### src/rtl/alarm_if.sv
// Signal bundle between the timekeeping/user-input side and the alarm stage.
// master drives time and controls; slave (the alarm unit) returns alarm time and status.
interface alarm_if;
    logic       alarm_on;
    logic       set_mode;
    logic       btn_h;
    logic       btn_min;
    logic       btn_stop;
    logic [5:0] hour;
    logic [5:0] minute;
    logic [5:0] second;
    logic [5:0] al_hour;
    logic [5:0] al_minute;
    logic       ringing;
    logic       alarm_on_led;

    modport master (
        output alarm_on, set_mode, btn_h, btn_min, btn_stop, hour, minute, second,
        input  al_hour, al_minute, ringing, alarm_on_led
    );

    modport slave (
        input  alarm_on, set_mode, btn_h, btn_min, btn_stop, hour, minute, second,
        output al_hour, al_minute, ringing, alarm_on_led
    );
endinterface

### src/rtl/alarm_unit.sv
// Alarm stage: settable alarm time, match trigger on the live clock, bounded ring with snooze/stop.
// Buttons pass through a 2-FF synchroniser and a stable-count debouncer that emits a rise pulse.
module alarm_unit_deb #(
    parameter int DEB_CYCLES = 2_000_000
) (
    input  logic clk,
    input  logic rst,
    input  logic btn,
    output logic pulse
);
    localparam int CW = $clog2(DEB_CYCLES + 1);

    logic [1:0]    sync_q, sync_d;
    logic          level_q, level_d;
    logic          pulse_q, pulse_d;
    logic [CW-1:0] cnt_q, cnt_d;

    // cnt_q counts consecutive samples that disagree with the accepted level
    always_comb begin
        sync_d  = {sync_q[0], btn};
        level_d = level_q;
        cnt_d   = '0;
        if (sync_q[1] != level_q) begin
            if (cnt_q == CW'(DEB_CYCLES - 1)) level_d = sync_q[1];
            else                              cnt_d   = cnt_q + CW'(1);
        end
        pulse_d = level_d & ~level_q;
    end

    always_ff @(posedge clk or negedge rst) begin
        if (!rst) begin
            sync_q  <= '0;
            level_q <= 1'b0;
            pulse_q <= 1'b0;
            cnt_q   <= '0;
        end else begin
            sync_q  <= sync_d;
            level_q <= level_d;
            pulse_q <= pulse_d;
            cnt_q   <= cnt_d;
        end
    end

    assign pulse = pulse_q;
endmodule

module alarm_unit #(
    parameter int DEB_CYCLES = 2_000_000,
    parameter int RING_SEC   = 60,
    parameter int SNOOZE_SEC = 300
) (
    input logic    clk,
    input logic    rst,
    alarm_if.slave a
);
    localparam int CMAX = (RING_SEC > SNOOZE_SEC) ? RING_SEC : SNOOZE_SEC;
    localparam int CW   = $clog2(CMAX + 1);

    typedef enum logic [1:0] {IDLE, RING, SNOOZE} state_t;

    logic [2:0]    btn_raw, btn_p;
    logic          p_h, p_min, p_stop;
    logic [5:0]    al_hour_q, al_hour_d, al_minute_q, al_minute_d, sec_prev_q, sec_prev_d;
    logic          ringing_q, ringing_d, led_q, led_d;
    logic          sec_tick, trig;
    state_t        state_q, state_d;
    logic [CW-1:0] cnt_q, cnt_d;

    assign btn_raw = {a.btn_stop, a.btn_min, a.btn_h};

    alarm_unit_deb #(.DEB_CYCLES(DEB_CYCLES)) u_deb [2:0] (
        .clk   (clk),
        .rst   (rst),
        .btn   (btn_raw),
        .pulse (btn_p)
    );

    assign p_h    = btn_p[0];
    assign p_min  = btn_p[1];
    assign p_stop = btn_p[2];

    assign sec_tick = (a.second != sec_prev_q);
    assign trig = sec_tick & a.alarm_on & ~a.set_mode & (a.hour == al_hour_q)
                & (a.minute == al_minute_q) & (a.second == 6'd0);

    always_comb begin
        al_hour_d   = al_hour_q;
        al_minute_d = al_minute_q;
        if (a.set_mode && p_h)   al_hour_d   = (al_hour_q == 6'd23)   ? 6'd0 : al_hour_q + 6'd1;
        if (a.set_mode && p_min) al_minute_d = (al_minute_q == 6'd59) ? 6'd0 : al_minute_q + 6'd1;
    end

    always_comb begin
        state_d = state_q;
        cnt_d   = cnt_q;
        unique case (state_q)
            IDLE: begin
                if (trig) begin
                    state_d = RING;
                    cnt_d   = '0;
                end
            end
            RING: begin
                if (p_stop) begin
                    state_d = IDLE;
                end else if (p_h || p_min) begin
                    state_d = SNOOZE;
                    cnt_d   = '0;
                end else if (sec_tick) begin
                    if (cnt_q + CW'(1) == CW'(RING_SEC)) begin
                        state_d = IDLE;
                        cnt_d   = '0;
                    end else begin
                        cnt_d = cnt_q + CW'(1);
                    end
                end
            end
            SNOOZE: begin
                if (p_stop) begin
                    state_d = IDLE;
                end else if (sec_tick) begin
                    if (cnt_q + CW'(1) == CW'(SNOOZE_SEC)) begin
                        state_d = RING;
                        cnt_d   = '0;
                    end else begin
                        cnt_d = cnt_q + CW'(1);
                    end
                end
            end
            default: state_d = IDLE;
        endcase
        // disabling or editing the alarm overrides everything else
        if (!a.alarm_on || a.set_mode) begin
            state_d = IDLE;
            cnt_d   = '0;
        end
    end

    assign ringing_d  = (state_q == RING);
    assign led_d      = a.alarm_on;
    assign sec_prev_d = a.second;

    always_ff @(posedge clk or negedge rst) begin
        if (!rst) begin
            al_hour_q   <= '0;
            al_minute_q <= '0;
            sec_prev_q  <= '0;
            ringing_q   <= 1'b0;
            led_q       <= 1'b0;
            state_q     <= IDLE;
            cnt_q       <= '0;
        end else begin
            al_hour_q   <= al_hour_d;
            al_minute_q <= al_minute_d;
            sec_prev_q  <= sec_prev_d;
            ringing_q   <= ringing_d;
            led_q       <= led_d;
            state_q     <= state_d;
            cnt_q       <= cnt_d;
        end
    end

    assign a.al_hour      = al_hour_q;
    assign a.al_minute    = al_minute_q;
    assign a.ringing      = ringing_q;
    assign a.alarm_on_led = led_q;
endmodule
### src/flat_wrapper.sv
// flat-port wrapper written by rule: the top's interface ports become plain ports
module alarm_unit_flat 
#(
    parameter int DEB_CYCLES = 2_000_000,
    parameter int RING_SEC   = 60,
    parameter int SNOOZE_SEC = 300
)
  (clk, rst, a_alarm_on, a_set_mode, a_btn_h, a_btn_min, a_btn_stop, a_hour, a_minute, a_second, a_al_hour, a_al_minute, a_ringing, a_alarm_on_led);
  alarm_if a_i ();
  input logic clk;
  input logic rst;
  input wire logic [$bits(a_i.alarm_on)-1:0] a_alarm_on;
  input wire logic [$bits(a_i.set_mode)-1:0] a_set_mode;
  input wire logic [$bits(a_i.btn_h)-1:0] a_btn_h;
  input wire logic [$bits(a_i.btn_min)-1:0] a_btn_min;
  input wire logic [$bits(a_i.btn_stop)-1:0] a_btn_stop;
  input wire logic [$bits(a_i.hour)-1:0] a_hour;
  input wire logic [$bits(a_i.minute)-1:0] a_minute;
  input wire logic [$bits(a_i.second)-1:0] a_second;
  output wire logic [$bits(a_i.al_hour)-1:0] a_al_hour;
  output wire logic [$bits(a_i.al_minute)-1:0] a_al_minute;
  output wire logic [$bits(a_i.ringing)-1:0] a_ringing;
  output wire logic [$bits(a_i.alarm_on_led)-1:0] a_alarm_on_led;
  assign a_i.alarm_on = a_alarm_on;
  assign a_i.set_mode = a_set_mode;
  assign a_i.btn_h = a_btn_h;
  assign a_i.btn_min = a_btn_min;
  assign a_i.btn_stop = a_btn_stop;
  assign a_i.hour = a_hour;
  assign a_i.minute = a_minute;
  assign a_i.second = a_second;
  assign a_al_hour = a_i.al_hour;
  assign a_al_minute = a_i.al_minute;
  assign a_ringing = a_i.ringing;
  assign a_alarm_on_led = a_i.alarm_on_led;
  alarm_unit #(.DEB_CYCLES(DEB_CYCLES), .RING_SEC(RING_SEC), .SNOOZE_SEC(SNOOZE_SEC)) u_core (.clk(clk), .rst(rst), .a(a_i));
endmodule
### config.mk
export PLATFORM = sky130hd
export DESIGN_NAME = alarm_unit_flat
export DESIGN_NICKNAME = d
export VERILOG_FILES = /design/src/rtl/alarm_if.sv /design/src/rtl/alarm_unit.sv /design/src/flat_wrapper.sv
export SDC_FILE = /design/constraint.sdc
export NUM_CORES = 1
export LEC_CHECK = 0
export ABC_CLOCK_PERIOD_IN_PS = 4350
export CORE_UTILIZATION = 50
export CTS_BUF_LIST = sky130_fd_sc_hd__clkbuf_4 sky130_fd_sc_hd__clkbuf_8
export CTS_CLUSTER_DIAMETER = 50
export DETAILED_ROUTE_END_ITERATION = 16
export PLACE_DENSITY = 0.77
export SYNTH_ARGS = -nofsm -noshare
export SYNTH_HDL_FRONTEND = slang
export SYNTH_HIERARCHICAL = 1
export SYNTH_SLANG_ARGS = --single-unit
### constraint.sdc
create_clock -name clk -period 4.35 [get_ports clk]
set_input_delay 0.87 -clock clk [delete_from_list [all_inputs] [get_ports clk]]
set_output_delay 0.87 -clock clk [all_outputs]
set_load 0.03 [all_outputs]
Word level (Yosys, flattened, before mapping)

Index checks and enable logic that the tools add are counted.

Add/sub/neg operators: 6
$mul: 0
Divide/modulo/power cells: 0
Order comparisons: 0
Equal/unequal tests: 24
Shift-type cells: 0
Multiplexer cells: 34
Bitwise gates (word level): 12
Reductions and logical operators: 10

Operators with widths:

| kind                                                             | count |
|---|---|
| 21-bit two-way mux                                               | 6 |
| 9-bit two-way mux                                                | 9 |
| 21-bit by 1-bit adder with 21-bit output (second input constant) | 3 |
| 21-bit == test (second input constant)                           | 3 |
| 9-bit one-hot mux with 3 select lines                            | 1 |
| 2-bit two-way mux                                                | 9 |
| 6-bit by 1-bit adder with 6-bit output (second input constant)   | 2 |
| 6-bit == test                                                    | 2 |
| 6-bit two-way mux                                                | 2 |
| 5-bit != test (second input constant)                            | 2 |
| 9-bit by 1-bit adder with 9-bit output (second input constant)   | 1 |
| 9-bit by 6-bit == test with 1-bit output (second input constant) | 1 |
| 9-bit == test (second input constant)                            | 1 |
| 1-bit bitwise AND                                                | 8 |
| 4-bit by 2-bit != test with 1-bit output (second input constant) | 2 |
| 6-bit by 5-bit == test with 1-bit output (second input constant) | 1 |
| 6-bit == test (second input constant)                            | 1 |
| 6-bit zero test                                                  | 1 |
| 1-bit two-way mux                                                | 6 |
| 3-bit by 1-bit != test with 1-bit output (second input constant) | 2 |
| 6-bit != test                                                    | 1 |
| 2-bit one-hot mux with 3 select lines                            | 1 |
| 6-bit AND reduction                                              | 1 |
| 5-bit AND reduction                                              | 1 |
| 12 further kinds                                                 | 19 |

Register bits: 106
Bits in latches: 0
Memory bits (writable): 0
Bits in read-only memories: 0
Bits of input ports: 25
Output and inout port bits: 14
Memories: 0

Longest topological paths before layout

Gate-level depths: netlist (run 1).

Depth in word-level cells: 9
Gate-level depth with buffers: 10
Depth with buffers taken out: 9

Hierarchy

The synthesis (run 1) kept the hierarchy.

Modules (own cells, without submodules):

| module         | instances | cells an instance | area an instance (um^2) |
|---|---|---|---|
| alarm_unit_deb | 3         | 115               | 1,219.9 |
| alarm_unit     | 1         | 187               | 1,785.5 |

Worst setup path after synthesis (run 1)

OpenSTA, ideal clock, no wires.

Path kind: input port to flip-flop
Start: input a_minute[1]
End: register u_core.state_q[0]
Setup time: 68 ps
Arrival time: 2,338 ps
Data required time: 4,282 ps
Slack: 1,945 ps
Stages on the path: 7
Buffers on the path: 0
Path through: xor2_1 > nor4_1 > nand3_1 > nor3_1 > o21ai_0 > a2111oi_0 > a41o_1

Longest elaborated chain between the ends: 5

RTL lines:

| item                                               | RTL line           | source |
|---|---|---|
| start: declaration                                 | flat_wrapper.sv:18 | `input wire logic [$bits(a_i.minute)-1:0] a_minute;` |
| 6-bit == test                                      | alarm_unit.sv:84   | `& (a.minute == al_minute_q) & (a.second == 6'd0);` |
| 1-bit bitwise AND (2 in series)                    | alarm_unit.sv:84   |  |
| 3-bit by 1-bit != test with 1-bit output (no line) | --                 |  |
| 5-bit AND reduction (no line)                      | --                 |  |
| end signal: assignment                             | alarm_unit.sv:158  | `state_q <= state_d;` |
| end: declaration                                   | alarm_unit.sv:66   | `state_t state_q, state_d;` |

Every way passes these cells.
A chain may end at the register's enable or synchronous reset.

Worst setup path in the final report (run 1)

Same ends and word-level chain as after synthesis.

==> results of run 1 <==
[logic make-up (layout without fill, tap and decap cells)]
group           count (synthesis)  after routing  synth area share
fa+ha+maj                      10             10            0.0230
xor+xnor                       62             62            0.0997
simple gates                  233            233             0.253
mux                             5              5            0.0103
flops                         106            106             0.487
buf+inv                        29             68            0.0294
compound gates                 87             87            0.0972
[cell type report]
class | instances | area, sq um | share of cell area
timing repair buffer | 40 | 393 | 0.0646
clock inverter | 6 | 50.0 | 0.00823
multi-input combinational | 397 | 2630 | 0.433
sequential | 106 | 2650 | 0.436
tap | 136 | 170 | 0.0280
inverter | 12 | 45.0 | 0.00741
clock buffer | 10 | 138 | 0.0226
[state kept, by name (all words and copies together) (netlist names)]
register / cells
u_core/a.al_hour: 6
u_core/a.ringing: 1
u_core/u_deb/level_q: 3
u_core/u_deb/sync_q: 6
u_core/cnt_q: 9
u_core/sec_prev_q: 6
u_core/u_deb/cnt_q: 63
u_core/state_q: 2
u_core/a.alarm_on_led: 1
u_core/u_deb/pulse: 3
u_core/a.al_minute: 6
[Yosys cell counts (all sizes together) (2+ instances only)]
master and count:
a31o 3, and4 14, nand4 23, mux2 5
nand2 32, o21ai 28, a21oi 30, xnor2 18
and2 12, or2 3, inv 12, and2b 3
xor2 44, nor2b 2, nor4 4, and4b 3
buf 14, dfrtp 106, or3 14, nand3 33
or4 12, o31ai 18, o41ai 3, nor3 5
nor3b 4, nor2 60, nor4b 6, ha 10
clkbuf 3, nand2b 2
[metrics by stage]
step	hold slack (ps)	util	worst slack (ps)
global route	381	0.581	1140
global placement	340	0.563	1200
finish	364	0.581	1370
floorplan	331	-	1940
CTS	368	0.581	1390
detailed placement	344	0.563	1010
[routing by layer]
metal,vias to the layer above,part of all wire
li1,1982,-
met1,1979,0.46
met2,66,0.49
met3,18,0.035
met4,0,0.015
met5,-,0
[path summary, 6_finish.rpt]
| path | startpoint | end | slack [ps] | depth (start not counted) |
|---|---|---|---|---|
| max in group asynchronous | rst | u_core/u_deb[1]/cnt_q[10] | 3000 | 2 |
| hold reg to reg | u_core/u_deb[0]/sync_q[0] | u_core/u_deb[0]/sync_q[1] | 360 | 0 |
| setup / recovery | a_minute[1] | u_core/state_q[0] | 1370 | 8 |
| setup reg to reg | u_core/cnt_q[0] | u_core/state_q[0] | 1620 | 8 |
| min in group asynchronous | rst | u_core/cnt_q[7] | 460 | 1 |
| hold / removal | u_core/u_deb[0]/sync_q[0] | u_core/u_deb[0]/sync_q[1] | 360 | 0 |
[power breakdown]
group,internal [W],switching [W]
registers,0.000997,0.00000959
clock network,0.000231,0.000341
logic,0.0000363,0.0000480
total,0.00126,0.000399
[worst register-to-register path, stage by stage (launching register included)]
cell and delay, ps:
dfrtp_1 390, ha_1 250, or4b_1 470, or3_2 480, nor2_1 140, a211o_2 160, o21ai_2 80, a2111oi_0 520
a41o_1 170
==> results.toml, run 1 <==
[floorplanning]
die_area_sq_mm = 0.0113
dieHeight_um = 106
io_pins = 39
die_x_um = 106
rows = 37
core_area_sq_mm = 0.0105
start_util = 0.520

[logic_synthesis]
synth_flop_cell = "dfrtp_1"
synthTopCellsByArea = "dfrtp_1, xor2_1, nor2_1, nand3_1, xnor2_1"
yosysTopAreaCell = "dfrtp_1"
synth_edf_count = 0
synth_seq_cells = 106
syn_avg_cell_area_sq_um = 10.2
synth_area_sq_mm = 0.00545
synth_fp_nets = 567
yosysWarnings = 6
async_flop_share = 1.00
yosysUniqueCellTypes = 46
synth_top_area_share = 0.487
ys_seq_area_frac = 0.487
synthCells = 532

[cells_and_area]
drive_above_1_share = 0.0858
postLayoutCellArea_sq_mm = 0.00608
final_common_cell = "dfrtp_1"
fill_cells = 895
layout.cells.non_filler = 707
layout_common_cells = "dfrtp_1, nor2_1, xor2_1"
num_antenna_cells = 0
area_delta_synth_final_pct = 11.7
layout.nets = 601

[worst_setup_path]
end_kind = "flip-flop"
cp_cell_sequence = "clkdlybuf4s50_1 > xor2_1 > nor4_1 > nand3_1 > nor3_1 > o21ai_0 > a2111oi_0 > a41o_1"
crit_buf_inv = 1
critPathArrivalTime_ps = 3290
worstPathMaxFanout = 3
crit_slowest_cell = "a2111oi_0"
cp_slowest_stage_delay_ps = 590
critPathLaunchType = "input port"
criticalPathCategory = "input port to flip-flop"
path_delay_family = "compound AO/OA/AOI/OAI gates"
cp_data_required_time_ps = 4660

[timing]
finalCriticalPeriod_ps = 2980
setup_viol = 0
worst_pin_slew_ps = 686
rsz0062_at_grt = "no"
maxSlewHeadroom = 0.543
finalHoldViolCount = 0
maxSlewViolCount = 0
tns_ps = 0
skew_ps = 10.8
min_period_over_period = 0.685
max_freq_mhz = 336

[drt]
vias = 4045
drt_iter0_drc = 196
first_pass_iters = 4
wire_per_inst_um = 14.2
drtAntennaViolNets = 0
vias_per_cell = 5.72
wirelength_mm = 10.0
drc = 0

[global_routing]
grt_util_met3 = 0.0527
busiest_layer = "met2"
grt_use_met2 = 0.321
use_met1 = 0.241
first_global_vias = 3835
grt_antenna_before_repair = 0
overflow = 0
grt_pass1_wl_mm = 17.4
grt_max_degree = 42
grt_use_total = 0.191

[clock_tree]
clock-sinks = 106
cts_buffers = 9
clockRootBuffer = "clkbuf_8"
clk_pin_slew_worst_paths_ps = 100
htreeDepth = 3
post-cts-setup-buffers = 0
cts_max_path_buffers = 2
cts-hold-fix-buffers = 0
tritoncts = "done"
clock_latency_ps = 380
postCtsResizedCells = 0

[placed_design]
dpl.hpwl_mm = 7.11
place_congestion = 0.788
placed_cells = 691
dpl_cell_area_sq_mm = 0.00589
port-buffer-count = 38

[pwr]
power_density_mw_per_mm2 = 274
p_leak_nw = 2.59
p_total_w = 0.00166
vdd.ir_drop.worst_v = 0.000190

[flow_run]
max_cap_viol_count = 0

[worst_hold_path]
hp-class = "flip-flop to flip-flop"

[status]
status = "finished clean"
Power figures use the tool's default switching activity.
==> run 2, diff against run 1 <==
ABC_CLOCK_PERIOD_IN_PS = 2800   (was 4350)
clock period = 2.8 ns   (was 4.35 ns; I/O delays follow)
==> run 2 against run 1 <==
Core utilization increased by 0.75 points. Sequential power up 54%. Largest cell class unchanged. Critical path type is now flip-flop to flip-flop. Critical endpoint is now u_core/cnt_q[4]. Power grew 65%. Largest power group unchanged.
==> results.toml, run 2 (synthesis gave the netlist of run 1 again) <==
[cells_and_area]
fill_cells = 903
num_antenna_cells = 0
layout_common_cells = "dfrtp_1, nor2_1, xor2_1"
multi_input_comb_area_sq_mm = 0.00264
area_delta_synth_final_pct = 13.1
final_core_util = 0.589
drive_above_1_share = 0.0941
final_common_cell = "dfrtp_1"
layout.nets = 604
ff_latch_area_sq_mm = 0.00265
regMostFlops = "u_core/u_deb/cnt_q"
largest_register_ffs = 63
layout.cells.non_filler = 710
top_regs = "u_core/u_deb/cnt_q (63), u_core/cnt_q (9)"

[drt]
vias_per_cell = 5.72
vias = 4062
wire_per_inst_um = 14.8
first_pass_iters = 4
drtAntennaViolNets = 0
drt_iter0_drc = 147
drc = 0
wirelength_mm = 10.5

[worst_setup_path]
end_kind = "flip-flop"
crit_buf_inv = 0
r2r_cells = 8
cp_data_required_time_ps = 3050
crit_slowest_cell = "or3_2"
cp_slowest_stage_delay_ps = 480
path_delay_family = "simple AND/OR/NAND/NOR gates"
cp_cell_sequence = "ha_2 > or4b_1 > or3_2 > nor2_1 > a2111o_1 > and2b_2 > o21ai_0 > o31ai_1"
critPathLaunchType = "flip-flop"
critPathArrivalTime_ps = 2890
criticalPathCategory = "flip-flop to flip-flop"
path_depth = 8
worstPathMaxFanout = 7

[timing]
setup_viol = 0
min_period_over_period = 0.940
max_freq_mhz = 380
maxSlewHeadroom = 0.673
finalHoldViolCount = 0
finalWorstSetupSlack_ps = 168
skew_ps = 7.72
finalCriticalPeriod_ps = 2630
maxSlewViolCount = 0
worst_pin_slew_ps = 484

[global_routing]
first_global_vias = 4074
grt_max_degree = 46
overflow = 0
grt_antenna_before_repair = 0
grt_use_total = 0.198
grt_pass1_wl_mm = 18.2

[clock_tree]
cts_max_path_buffers = 2
clock_latency_ps = 370
clockRootBuffer = "clkbuf_8"
cts-hold-fix-buffers = 0
clk_pin_slew_worst_paths_ps = 100
tritoncts = "done"
htreeDepth = 3
cts_buffers = 9
clock-sinks = 106

[pwr]
vdd.ir_drop.worst_v = 0.000431
p_leak_nw = 2.62
power_density_mw_per_mm2 = 446

[flow_run]
max_cap_viol_count = 0

[floorplanning]
die_x_um = 106
rows = 37
die_area_sq_mm = 0.0113
start_util = 0.520
dieHeight_um = 106
io_pins = 39
core_area_sq_mm = 0.0105

[worst_hold_path]
hp-class = "input port to async pin"

[placed_design]
pre_cts_ws_ps = 4.37
dpl.hpwl_mm = 7.37
placed_cells = 693
place_congestion = 0.794
port-buffer-count = 38

[status]
status = "finished clean"
==> run 2: cell count changes in the layout (fill, tap and decap cells not counted) <==
cell and delta:
ha_1 -1, clkinvlp_4 +1, bufinv_16 +2, clkinv_4 -2, buf_4 +2, buf_12 +1
or2_1 -1, ha_2 +1, inv_8 -1, or2_4 +1
==> run 2: path summary, 6_finish.rpt <==
path                                            from                   endpoint  slack, ps
max in group asynchronous                        rst  u_core/u_deb[0]/cnt_q[17]       1920
min in group clk           u_core/u_deb[0]/sync_q[0]  u_core/u_deb[0]/sync_q[1]        360
setup reg to reg                     u_core/cnt_q[0]            u_core/cnt_q[4]        170
setup / recovery                     u_core/cnt_q[0]            u_core/cnt_q[4]        170
hold reg to reg            u_core/u_deb[0]/sync_q[0]  u_core/u_deb[0]/sync_q[1]        360
hold / removal                                   rst        u_core/a.al_hour[5]        120
==> run 2: power breakdown <==
| group | internal, W | switching [W] |
|---|---|---|
| Combinational | 0.0000601 | 0.0000768 |
| Clock | 0.000529 | 0.000517 |
| Sequential | 0.00155 | 0.0000152 |
==> run 2: metrics by stage <==
step | cell area, sq um | hold slack (ps) | setup TNS [ps] | total power [W]
after global placement | 5920 | 336 | 0 | 0.00173
after global routing | 6160 | 130 | -10.5 | 0.00286
after floorplan | 5450 | 264 | 0 | 0.00165
final | 6160 | 119 | 0 | 0.00275
after CTS | 6150 | 118 | 0 | 0.00279
after detailed placement | 5920 | 336 | 0 | 0.00173
==> run 2: what timing repair did <==
item,CTS,global route
gates resized for setup,0,2
buffers inserted,0,1
setup endpoints to repair,0,3
==> run 2: layout make-up <==
type | count | share of cell area
Clock buffer | 10 | 0.0223
Clock inverter | 6 | 0.0144
Inverter | 12 | 0.00731
Multi-Input combinational cell | 397 | 0.428
Sequential cell | 106 | 0.431
Tap cell | 136 | 0.0276
Timing Repair Buffer | 43 | 0.0695
==> run 2: worst reg2reg max path: cells and delay by family (launching register included) <==
| family | cells | cell delay [ps] |
|---|---|---|
| flip-flops | 1 | 400 |
| AND/OR/NAND/NOR | 4 | 1350 |
| adder cells (fa/ha/maj) | 1 | 240 |
| AO/OA/AOI/OAI | 3 | 520 |
==> run 2: layer usage <==
metal / vias up / wire [um] / GRT usage / share of wire
met5: - / 0 / 0 / 0
met4: 0 / 174 / 0.0704 / 0.017
met3: 16 / 279 / 0.0417 / 0.027
met2: 58 / 5210 / 0.335 / 0.50
met1: 2005 / 4830 / 0.250 / 0.46
li1: 1983 / - / - / -
==> edit: new RTL, config.mk and constraints of run 2 <==
Re-encode `state_t` (3 states) as one-hot, 3 bits wide.
--- a/src/rtl/alarm_unit.sv
+++ b/src/rtl/alarm_unit.sv
@@ -57,5 +57,5 @@
     localparam int CW   = $clog2(CMAX + 1);
 
-    typedef enum logic [1:0] {IDLE, RING, SNOOZE} state_t;
+    typedef enum logic [2:0] {IDLE = 3'b001, RING = 3'b010, SNOOZE = 3'b100} state_t;
 
     logic [2:0]    btn_raw, btn_p;
Function: same outputs for any inputs over 10 cycles, from zero or initial values and one cycle with rst low; not proved beyond that.
==> edit against run 2 <==
Critical path depth shrank 1; via count rose by 5.5%; clock power up 4%; worst hold slack improved by 0.026 ns; first-iteration DRC count is 56% higher; synthesized area grew 2.1%; setup slack improved by 0.43 ns; synthesized cell count grew 1.1%; routed wire length grew 7.4%; design area rose by 2.2%; power up 3.9%; fmax increased by 20%; sequential cell count up 1; critical path type unchanged; critical endpoint is now u_core/cnt_q[5]$_DFFE_PN0P_; largest cell class is now multi-input gates.
==> edit: results (changes against run 2) <==
- Share of layout cells above drive strength 1: 8.26% (-1.1 points)
- Final Net Count: 607 (+0.50%)
- Clock power share: 38.2% (about the same)
- Met2 WL: 5670 microns (+8.8%)
- Max incr delay on CP: 0.41 ns (-0.07 ns)
- 1st-pass router iterations: 11 (+7)
- Worst vdd rail ir drop: 0.468 mV (+8.8%)
- 1st-iter DRT viols: 230 (+56%)
- Routed wl met3: 391 microns (+40%)
- Count of cell types in the netlist: 55 (+20%)
- Most frequent cells after synthesis: dfrtp_1, nor2_1, xor2_1, nand3_1, nand2_1
- Seq/Total Area, Yosys: 48.2% (-0.54 points)
- Leak: 2.62 nW (-0.19%)
- Hpwl dp: 8130 microns (+10%)
- Total GRT Usage: 21.8% (+2.0 points)
- Logic gate share of total power: 6.3% (+1.3 points)
- Hold WS: 0.144 ns (+0.0256 ns)
- GPL Wtd Cong: 0.933 (+17%)
- Met1 Use GR: 28.1% (+3.1 points)
- CP Data Arrival Time: 2.51 ns (-0.38 ns)
- First-pass GRT wire length: 19800 microns (+9.0%)
- Depth of the most critical reg-to-reg path: 7 (-1)
- Cells after DPL: 705 (+1.7%)
- Latest clock arrival within the worst-skew pair: 0.39 ns (+0.02 ns)
- Worst Skew: 0.00999 ns (+0.00226 ns)
- Status: finished clean
- Via count: 4285 (+5.5%)
- Slew @ Worst Pin: 0.584 ns (+0.100 ns)
- Post-Synthesis Cells: 538 (+1.1%)
- Psw: 0.676 mW (+11%)
- Worst reg-to-reg setup slack: 0.60 ns (+0.43 ns)
- Final Non-Filler Cells: 721 (+1.5%)
==> edit: cell types whose count changed after synthesis, moves of 4 or more <==
cell and change:
ha_1 -4, o21ai_0 -6, and3_1 +5, xor2_1 -8, nor2_1 -6, o211ai_1 +6
==> edit: cells by family (layout without fill, tap and decap cells) <==
| kind of cell | count (synthesis) | in the layout | share of synthesized area, % |
|---|---|---|---|
| DFF | 107 | 107 | 48.2 |
| adders and majority gates | 6 | 6 | 1.35 |
| muxes | 7 | 7 | 1.37 |
| buffers and inverters | 26 | 69 | 2.52 |
| xor gates and xnor gates | 57 | 57 | 8.98 |
| and+or+nand+nor | 241 | 241 | 26.1 |
| AOI/OAI and AO/OA | 94 | 94 | 11.5 |
==> edit: area by class of cell <==
type                    count  area, sq um  area share [%]
multi-input cells         405         2740            43.6
repair buffers             41          413            6.56
clock buffers              10          131            2.09
clock inverters             6          108            1.71
flip-flops and latches    107         2680            42.6
inverters                  12         45.0           0.716
well taps                 140          175            2.78
